`src/rtl/cnn_conv_ctrl.sv`:
```
// cnn_conv_ctrl: loads 3x3 weights, fetches every 3x3 image window through one read port
// and streams the conv results of the (H-2)x(W-2) valid positions over valid/ready.
module cnn_conv_ctrl #(
   parameter int DATA_WIDTH = 8,
   parameter int ACC_WIDTH  = 32,
   parameter int ADDR_WIDTH = 16,
   parameter int DIM_WIDTH  = 8
) (
   input  logic                    clk_i,
   input  logic                    rst_ni,
   input  logic                    start_i,
   input  logic [ADDR_WIDTH-1:0]   img_base_i,
   input  logic [ADDR_WIDTH-1:0]   w_base_i,
   input  logic [DIM_WIDTH-1:0]    img_w_i,
   input  logic [DIM_WIDTH-1:0]    img_h_i,
   output logic                    rd_req_o,
   output logic [ADDR_WIDTH-1:0]   rd_addr_o,
   input  logic                    rd_gnt_i,
   input  logic                    rd_rvalid_i,
   input  logic [DATA_WIDTH-1:0]   rd_rdata_i,
   output logic [9*DATA_WIDTH-1:0] window_o,
   output logic [9*DATA_WIDTH-1:0] weight_o,
   input  logic [ACC_WIDTH-1:0]    conv_out_i,
   output logic                    out_valid_o,
   input  logic                    out_ready_i,
   output logic [ACC_WIDTH-1:0]    out_data_o,
   output logic [DIM_WIDTH-1:0]    out_row_o,
   output logic [DIM_WIDTH-1:0]    out_col_o,
   output logic                    busy_o,
   output logic                    done_o,
   output logic                    err_o
);
   typedef enum logic [2:0] {IDLE, LOAD_W, FETCH, CONV, OUT, DONE} state_t;
   localparam logic [DIM_WIDTH-1:0] THREE = DIM_WIDTH'(3);
   state_t state, state_n;
   logic [ADDR_WIDTH-1:0] img_base, w_base;
   logic [DIM_WIDTH-1:0] img_w, img_h, r, c;
   logic [1:0] i, j;
   logic [3:0] k;
   logic pend, err, loading, take, last_el, last_col, last_row;
   assign k = {2'b00, i} * 4'd3 + {2'b00, j};
   always_ff @(posedge clk_i) begin
      if (!rst_ni) state <= IDLE;
      else state <= state_n;
   end
   always_comb begin
      loading = state == LOAD_W || state == FETCH;
      rd_req_o = loading && !pend;
      rd_addr_o = state == LOAD_W ? w_base + ADDR_WIDTH'(k)
                : state == FETCH  ? img_base + (ADDR_WIDTH'(r) + ADDR_WIDTH'(i)) * ADDR_WIDTH'(img_w)
                                    + ADDR_WIDTH'(c) + ADDR_WIDTH'(j)
                : '0;
      // data is only accepted for our own request: granted earlier or in this very cycle
      take = loading && rd_rvalid_i && (pend || rd_gnt_i);
      last_el = i == 2'd2 && j == 2'd2;
      last_col = c == img_w - THREE;
      last_row = r == img_h - THREE;
      busy_o = state != IDLE;
      done_o = state == DONE;
      err_o = done_o && err;
      out_valid_o = state == OUT;
      state_n = state;
      case (state)
         IDLE:    if (start_i) state_n = (img_w_i < THREE || img_h_i < THREE) ? DONE : LOAD_W;
         LOAD_W:  if (take && last_el) state_n = FETCH;
         FETCH:   if (take && last_el) state_n = CONV;
         CONV:    state_n = OUT;
         OUT:     if (out_ready_i) state_n = (last_col && last_row) ? DONE : FETCH;
         default: state_n = IDLE;
      endcase
   end
   always_ff @(posedge clk_i) begin
      if (!rst_ni) begin
         img_base <= '0;
         w_base <= '0;
         img_w <= '0;
         img_h <= '0;
         r <= '0;
         c <= '0;
         i <= '0;
         j <= '0;
         pend <= 1'b0;
         err <= 1'b0;
         weight_o <= '0;
         window_o <= '0;
         out_data_o <= '0;
         out_row_o <= '0;
         out_col_o <= '0;
      end else begin
         if (state == IDLE && start_i) begin
            img_base <= img_base_i;
            w_base <= w_base_i;
            img_w <= img_w_i;
            img_h <= img_h_i;
            err <= img_w_i < THREE || img_h_i < THREE;
            r <= '0;
            c <= '0;
            i <= '0;
            j <= '0;
            pend <= 1'b0;
         end
         if (loading) pend <= !take && (pend || rd_gnt_i);
         if (take) begin
            if (state == LOAD_W) weight_o[k*DATA_WIDTH +: DATA_WIDTH] <= rd_rdata_i;
            else window_o[k*DATA_WIDTH +: DATA_WIDTH] <= rd_rdata_i;
            j <= j == 2'd2 ? 2'd0 : j + 2'd1;
            if (j == 2'd2) i <= last_el ? 2'd0 : i + 2'd1;
         end
         if (state == CONV) begin
            out_data_o <= conv_out_i;
            out_row_o <= r;
            out_col_o <= c;
         end
         if (state == OUT && out_ready_i) begin
            c <= last_col ? '0 : c + DIM_WIDTH'(1);
            if (last_col) r <= r + DIM_WIDTH'(1);
         end
      end
   end
endmodule
```
`config.mk`:
```
export PLATFORM = sky130hd
export DESIGN_NAME = cnn_conv_ctrl
export DESIGN_NICKNAME = d
export VERILOG_FILES = /design/src/rtl/cnn_conv_ctrl.sv
export SDC_FILE = /design/constraint.sdc
export NUM_CORES = 1
export LEC_CHECK = 0
export ABC_AREA = 0
export BUFFER_PORTS_ARGS = -buffer_cell sky130_fd_sc_hd__buf_2
export CORE_ASPECT_RATIO = 0.8
export CORE_MARGIN = 4
export CORE_UTILIZATION = 40
export DETAILED_ROUTE_END_ITERATION = 16
export GPL_ROUTABILITY_DRIVEN = 0
export PLACE_DENSITY = 0.67
export SLEW_MARGIN = 30
export SYNTH_ARGS = -nofsm -noshare
export SYNTH_HDL_FRONTEND = slang
export SYNTH_SLANG_ARGS = --single-unit
export TNS_END_PERCENT = 10
```
`constraint.sdc`:
```
create_clock -name clk_i -period 11.1 [get_ports clk_i]
set_input_delay 1.11 -clock clk_i [delete_from_list [all_inputs] [get_ports clk_i]]
set_output_delay 1.11 -clock clk_i [all_outputs]
set_load 0.01 [all_outputs]
```
== Yosys cells after proc, flatten, opt, wreduce, memory -nomap -nowiden ==
Cells that the tools add are included.
Cells by class
  add/subtract/negate cells: 13
  multiply operators: 2
  divide/modulo/power cells: 0
  order comparisons: 2
  equal/unequal tests: 13
  shift-type cells: 2
  muxes and demuxes: 26
  bitwise gates (word level): 1
  reductions and logical operators: 23
Operator list (count)
  bitwise mux 72 bit: 2
  variable shift 8 x 34 -> 72 bit, first input constant: 1
  indexed part select 8 x 34 -> 72 bit: 1
  2-to-1 mux 8 bit: 6
  negation 7 -> 34 bit: 1
  2-to-1 mux 16 bit: 2
  2-to-1 mux 3 bit: 6
  adder 16 bit: 1
  adder 16 x 2 -> 16 bit: 1
  adder 16 x 4 -> 16 bit: 1
  adder 16 x 8 -> 16 bit: 1
  adder 8 x 1 -> 8 bit, second input constant: 2
  equality test 8 bit: 2
  less-than comparator 8 x 2 -> 1 bit, second input constant: 2
  multiplier 9 x 8 -> 16 bit: 1
  subtractor 8 x 2 -> 8 bit, second input constant: 2
  one-hot mux 3 bit (5 select lines): 1
  2-to-1 mux 2 bit: 7
  logical AND 1 bit: 10
  adder 8 x 2 -> 9 bit: 1
  equality test 3 x 2 -> 1 bit, second input constant: 2
  equality test 3 bit, second input constant: 2
  inequality test 2 x 1 -> 1 bit, second input constant: 3
  nonzero test 2 bit: 3
  other kinds (14): 21
Word-level totals
  bits in registers: 265
  bits in latches: 0
  bits in writable memories: 0
  memory bits (read-only): 0
  input bits: 94
  output and inout bits: 213
  logic and storage cells: 98
  memories: 0

== Logic depth before layout (Yosys ltp) ==
  depth after elaboration: 7
  mapped depth: 23
  mapped depth without buffers: 23

== Worst setup path before layout ==
OpenSTA, ideal clock, no wires.
  path kind: register to output
  from: register i[0]
  to: output port rd_addr_o[13]
  arrival: 5757 ps
  data required time: 9990 ps
  path slack: 4233 ps
  stages on the path, launching flop included: 23
  buffers on the path: 0
  path through: dfxtp_1 -> ha_1 -> fa_1 -> nand3_1 -> xnor2_1 -> nand2_1 -> fa_1 -> inv_1 -> fa_1 -> inv_1 -> fa_1 -> inv_1 -> fa_1 -> inv_1 -> fa_1 -> inv_1 -> ha_1 -> or3_1 -> o211ai_1 -> a21boi_0 -> o21a_1 -> o21a_1 -> o31ai_1
On the way
  word-level cells in the longest chain between the ends: 7
  elaborated cells between the ends (all ways): 10
  those cells by class: add/sub: 6; mul: 2; mux: 2
RTL lines
  start, declared: line 38  | logic [1:0] i, j;
  start signal, assigned: line 107  | if (j == 2'd2) i <= last_el ? 2'd0 : i + 2'd1;
  adder 8 x 2 -> 9 bit: line 50  | : state == FETCH ? img_base + (ADDR_WIDTH'(r) + ADDR_WIDTH'(i)) * ADDR_WIDTH'(img_w)
  multiplier 9 x 8 -> 16 bit: line 50
  adder 16 bit: line 50
  adder 16 x 8 -> 16 bit: line 51  | + ADDR_WIDTH'(c) + ADDR_WIDTH'(j)
  adder 16 x 2 -> 16 bit: line 51
  2-to-1 mux 16 bit: line 50
  2-to-1 mux 16 bit (*): line 49  | rd_addr_o = state == LOAD_W ? w_base + ADDR_WIDTH'(k)
  end, declared: line 17  | output logic [ADDR_WIDTH-1:0] rd_addr_o,
Every way passes the cells marked *; elsewhere a longest branch is shown, timed or not.

== Worst setup path in the final report ==
  from: register r[2]
  to: output port rd_addr_o[13]
On the way
  word-level cells in the longest chain between the ends: 7
RTL lines
  start, declared: line 37  | logic [DIM_WIDTH-1:0] img_w, img_h, r, c;
  start signal, assigned: line 116  | if (last_col) r <= r + DIM_WIDTH'(1);
  adder 8 x 2 -> 9 bit: line 50
  multiplier 9 x 8 -> 16 bit: line 50
  adder 16 bit: line 50
  adder 16 x 8 -> 16 bit: line 51
  adder 16 x 2 -> 16 bit: line 51
  2-to-1 mux 16 bit: line 50
  2-to-1 mux 16 bit: line 49
No other way between the ends.

==> results.toml <==
[timing]
setup-tns-final_ps = 0
drv_slew = 0
worst_slack_ps = 3060
hold_violations = 0
period_share_pct = 72.4
skew_ps = 38.0
setup_violations = 0
slew_headroom_pct = 33.8
rsz0062_at_grt = "false"
finalCriticalPeriod_ps = 8040
worst_pin_slew_ps = 989
max_freq_mhz = 124

[power]
p_leak_uw = 0.00786
power.share.switching_pct = 25.4
power_density_nw_per_um2 = 123
pwr-share-comb_pct = 8.0
intPower_uw = 1570
seq_power_share_pct = 47.3
ir_drop_uv = 125
switchingPower_uw = 533
pwr-share-clk_pct = 44.7

[clock_tree]
cts.clk_slew.worst_paths_ps = 70
post_cts_buffers = 0
clockRootBuffer = "clkbuf_16"
clock_sinks = 265
clk_path_buf_depth = 3
cts_max_level = 1
clk_latency_ps = 580
cts_buffers = 28
cts_tree = "yes"
cts_hold_repair.buffers = 0
cts_resized = 0

[die]
die-area_um2 = 38800
fp.dieH_um = 177
die_w_um = 219
initial_core_util_pct = 40.8
ios = 307
row_count = 61
core_area_um2 = 35000

[layout]
syn_to_final_growth_pct = 19.6
final_common_cell = "buf_2"
multi_input_area_um2 = 8290
nFillCells = 3390
layout_common_cells = "buf_2, dfxtp_1, nand2_1"
nets = 2121
layout-drive-gt1-share_pct = 19.4
seqCellArea_um2 = 5310

[synth]
synth_seq_cells = 265
synth_area_leaders = "dfxtp_1, mux2i_1, fa_1"
yosysSeqAreaShare_pct = 37.2
postSynthAreaPerCell_um2 = 8.68
async_reset_ff_share_pct = 0
synthCells = 1643
synth_cell_types = 62
ys_warn_count = 0
synth_top_area_share_pct = 37.2
yosysTopAreaCell = "dfxtp_1"
synth_edf_count = 0
synth_ff_type = "dfxtp_1"
synth_nets = 1863
syn-cell-area_um2 = 14300

[placed_design]
hpwlAfterDp_um = 31700
port-buffer-count = 306
preCtsSetupSlack_ps = 3720

[drt]
drt_iter0_drc = 739
vias_per_cell = 5.13
drc = 0
totalWireLength_um = 41900
antenna_left = 0
vias = 12271
avgRoutedWirePerCell_um = 17.5
dr.pass1.iters = 5

[global_routing]
grt_start_max_net_pins = 107
gr-total-overflow = 0
gr-usage-met1_pct = 26.6
grt_pass1_vias = 12142
top_usage_layer = "met2"
grt_use_met3_pct = 5.90
use_met2_pct = 34.7
groute.usage.overall_pct = 20.9
antenna_found_initial = 2
grt_pass1_wl_um = 65700

[setup_path]
path_class = "flip-flop to output port"
crit_arrival_ps = 6930
reg2reg_depth = 10
timing.rr.end = "window_o[64]"
rr_startpoint = "i[1]"
worstPathRequired_ps = 9990
cp-start-kind = "flip-flop"
regToRegSetupSlack_ps = 6930
crit_path_max_fanout = 13
worstSetupEndpointType = "output port"

[min_path]
hold_path.class = "flip-flop to flip-flop"
min_from = "weight_o[1]"
hold_end = "weight_o[1]"
holdPathStages = 2

[outcome]
outcome = "finished, final reports clean"

[flow_run]
drv_cap = 0
registers in the layout, indices dropped and copies added, names as in the netlist:
| signal | count |
|---|---|
| out_col_o | 8 |
| r | 8 |
| i | 2 |
| weight_o | 72 |
| err | 1 |
| img_w | 8 |
| c | 8 |
| window_o | 72 |
| img_h | 8 |
| j | 2 |
| state | 3 |
| pend | 1 |
| out_data_o | 32 |
| img_base | 16 |
| out_row_o | 8 |
| w_base | 16 |
per-stage QoR:
stage          util, %  hold WS (ps)  cells  total power (uW)  instance area, um2
6_report          48.8           450   2394              2100               17100
5_1_grt           48.8           467   2394              2180               17100
3_5_place_dp      46.1           444   2342              1180               16100
3_3_place_gp      46.1           438   2342              1180               16100
4_1_cts           48.7           452   2391              2120               17000
2_1_floorplan        -           436   1643              1120               14300
Yosys cell counts, drive strengths merged (4+ instances only):
library cell and n:
buf 8, ha 59, nand2b 9, or4 5
o21ai 20, a2111oi 4, and3 32, mux2i 136
nor2b 26, o22ai 12, dfxtp 265, inv 91
a31oi 11, nand2 259, nor3b 7, clkbuf 77
a21o 9, nor3 14, and2 67, or3 6
a21oi 128, fa 67, nor2 180, xnor2 36
o21bai 4, a211oi 5, nand4 4, nand3 39
o21a 6, xor2 27
layout make-up:
| type | instances | area share [%] |
|---|---|---|
| inverter | 92 | 2.05 |
| timing repair buffer | 313 | 9.42 |
| sequential | 265 | 31.1 |
| clock inverter | 8 | 0.594 |
| tap | 472 | 3.46 |
| multi-input combinational | 1201 | 48.6 |
| clock buffer | 41 | 4.80 |
| antenna | 2 | 0.0293 |
metal layers:
| metal | vias up | share of wire (%) |
|---|---|---|
| met3 | 75 | 7.5 |
| met1 | 5905 | 42 |
| li1 | 5946 | - |
| met2 | 345 | 47 |
| met4 | 0 | 2.9 |
| met5 | - | 0 |
worst max path at each step:
stage	from	end	slack (ps)	depth (start not counted)
after detailed placement	r[2]	rd_addr_o[13]	3720	21
after floorplan	i[0]	rd_addr_o[13]	4230	22
after CTS	r[0]	rd_addr_o[13]	3100	23
after global routing	r[2]	rd_addr_o[13]	2570	21
after global placement	r[0]	rd_addr_o[13]	3810	23
final	r[2]	rd_addr_o[13]	3060	21
critical path: stages, from the launching register on:
cell and delay [ps]:
dfxtp_1 610, and3_1 300, nor2b_1 230, nand3_1 120, xnor2_1 560, nand2_1 160
fa_1 520, inv_1 60, fa_1 520, fa_1 460, fa_1 550, inv_1 50
fa_1 510, inv_1 40, ha_1 200, or3_1 390, o211ai_1 270, a21boi_0 130
o21a_1 190, o21a_1 170, o31ai_1 170, buf_2 170
logic make-up (layout without fill, tap and decap cells):
logic type / Yosys count / after routing / synth area share (%)
AO/OA/AOI/OAI: 219 / 219 / 9.08
flip-flops: 265 / 265 / 37.2
multiplexers: 136 / 136 / 9.54
XOR/XNOR: 63 / 63 / 3.87
other: 0 / 2 / 0
buffers and inverters: 177 / 454 / 4.75
adder cells (fa/ha/maj): 126 / 126 / 14.6
AND/OR/NAND/NOR: 657 / 657 / 21.0
power by group through the flow:
stage / combinational, uW / sequential, uW / clock [uW]
6_report: 168 / 993 / 938
5_1_grt: 188 / 995 / 999
4_1_cts: 168 / 992 / 958
3_5_place_dp: 167 / 1010 / 0
3_3_place_gp: 164 / 1010 / 0
2_1_floorplan: 113 / 1000 / 0
Note: power is estimated with default switching activity, not from simulation.
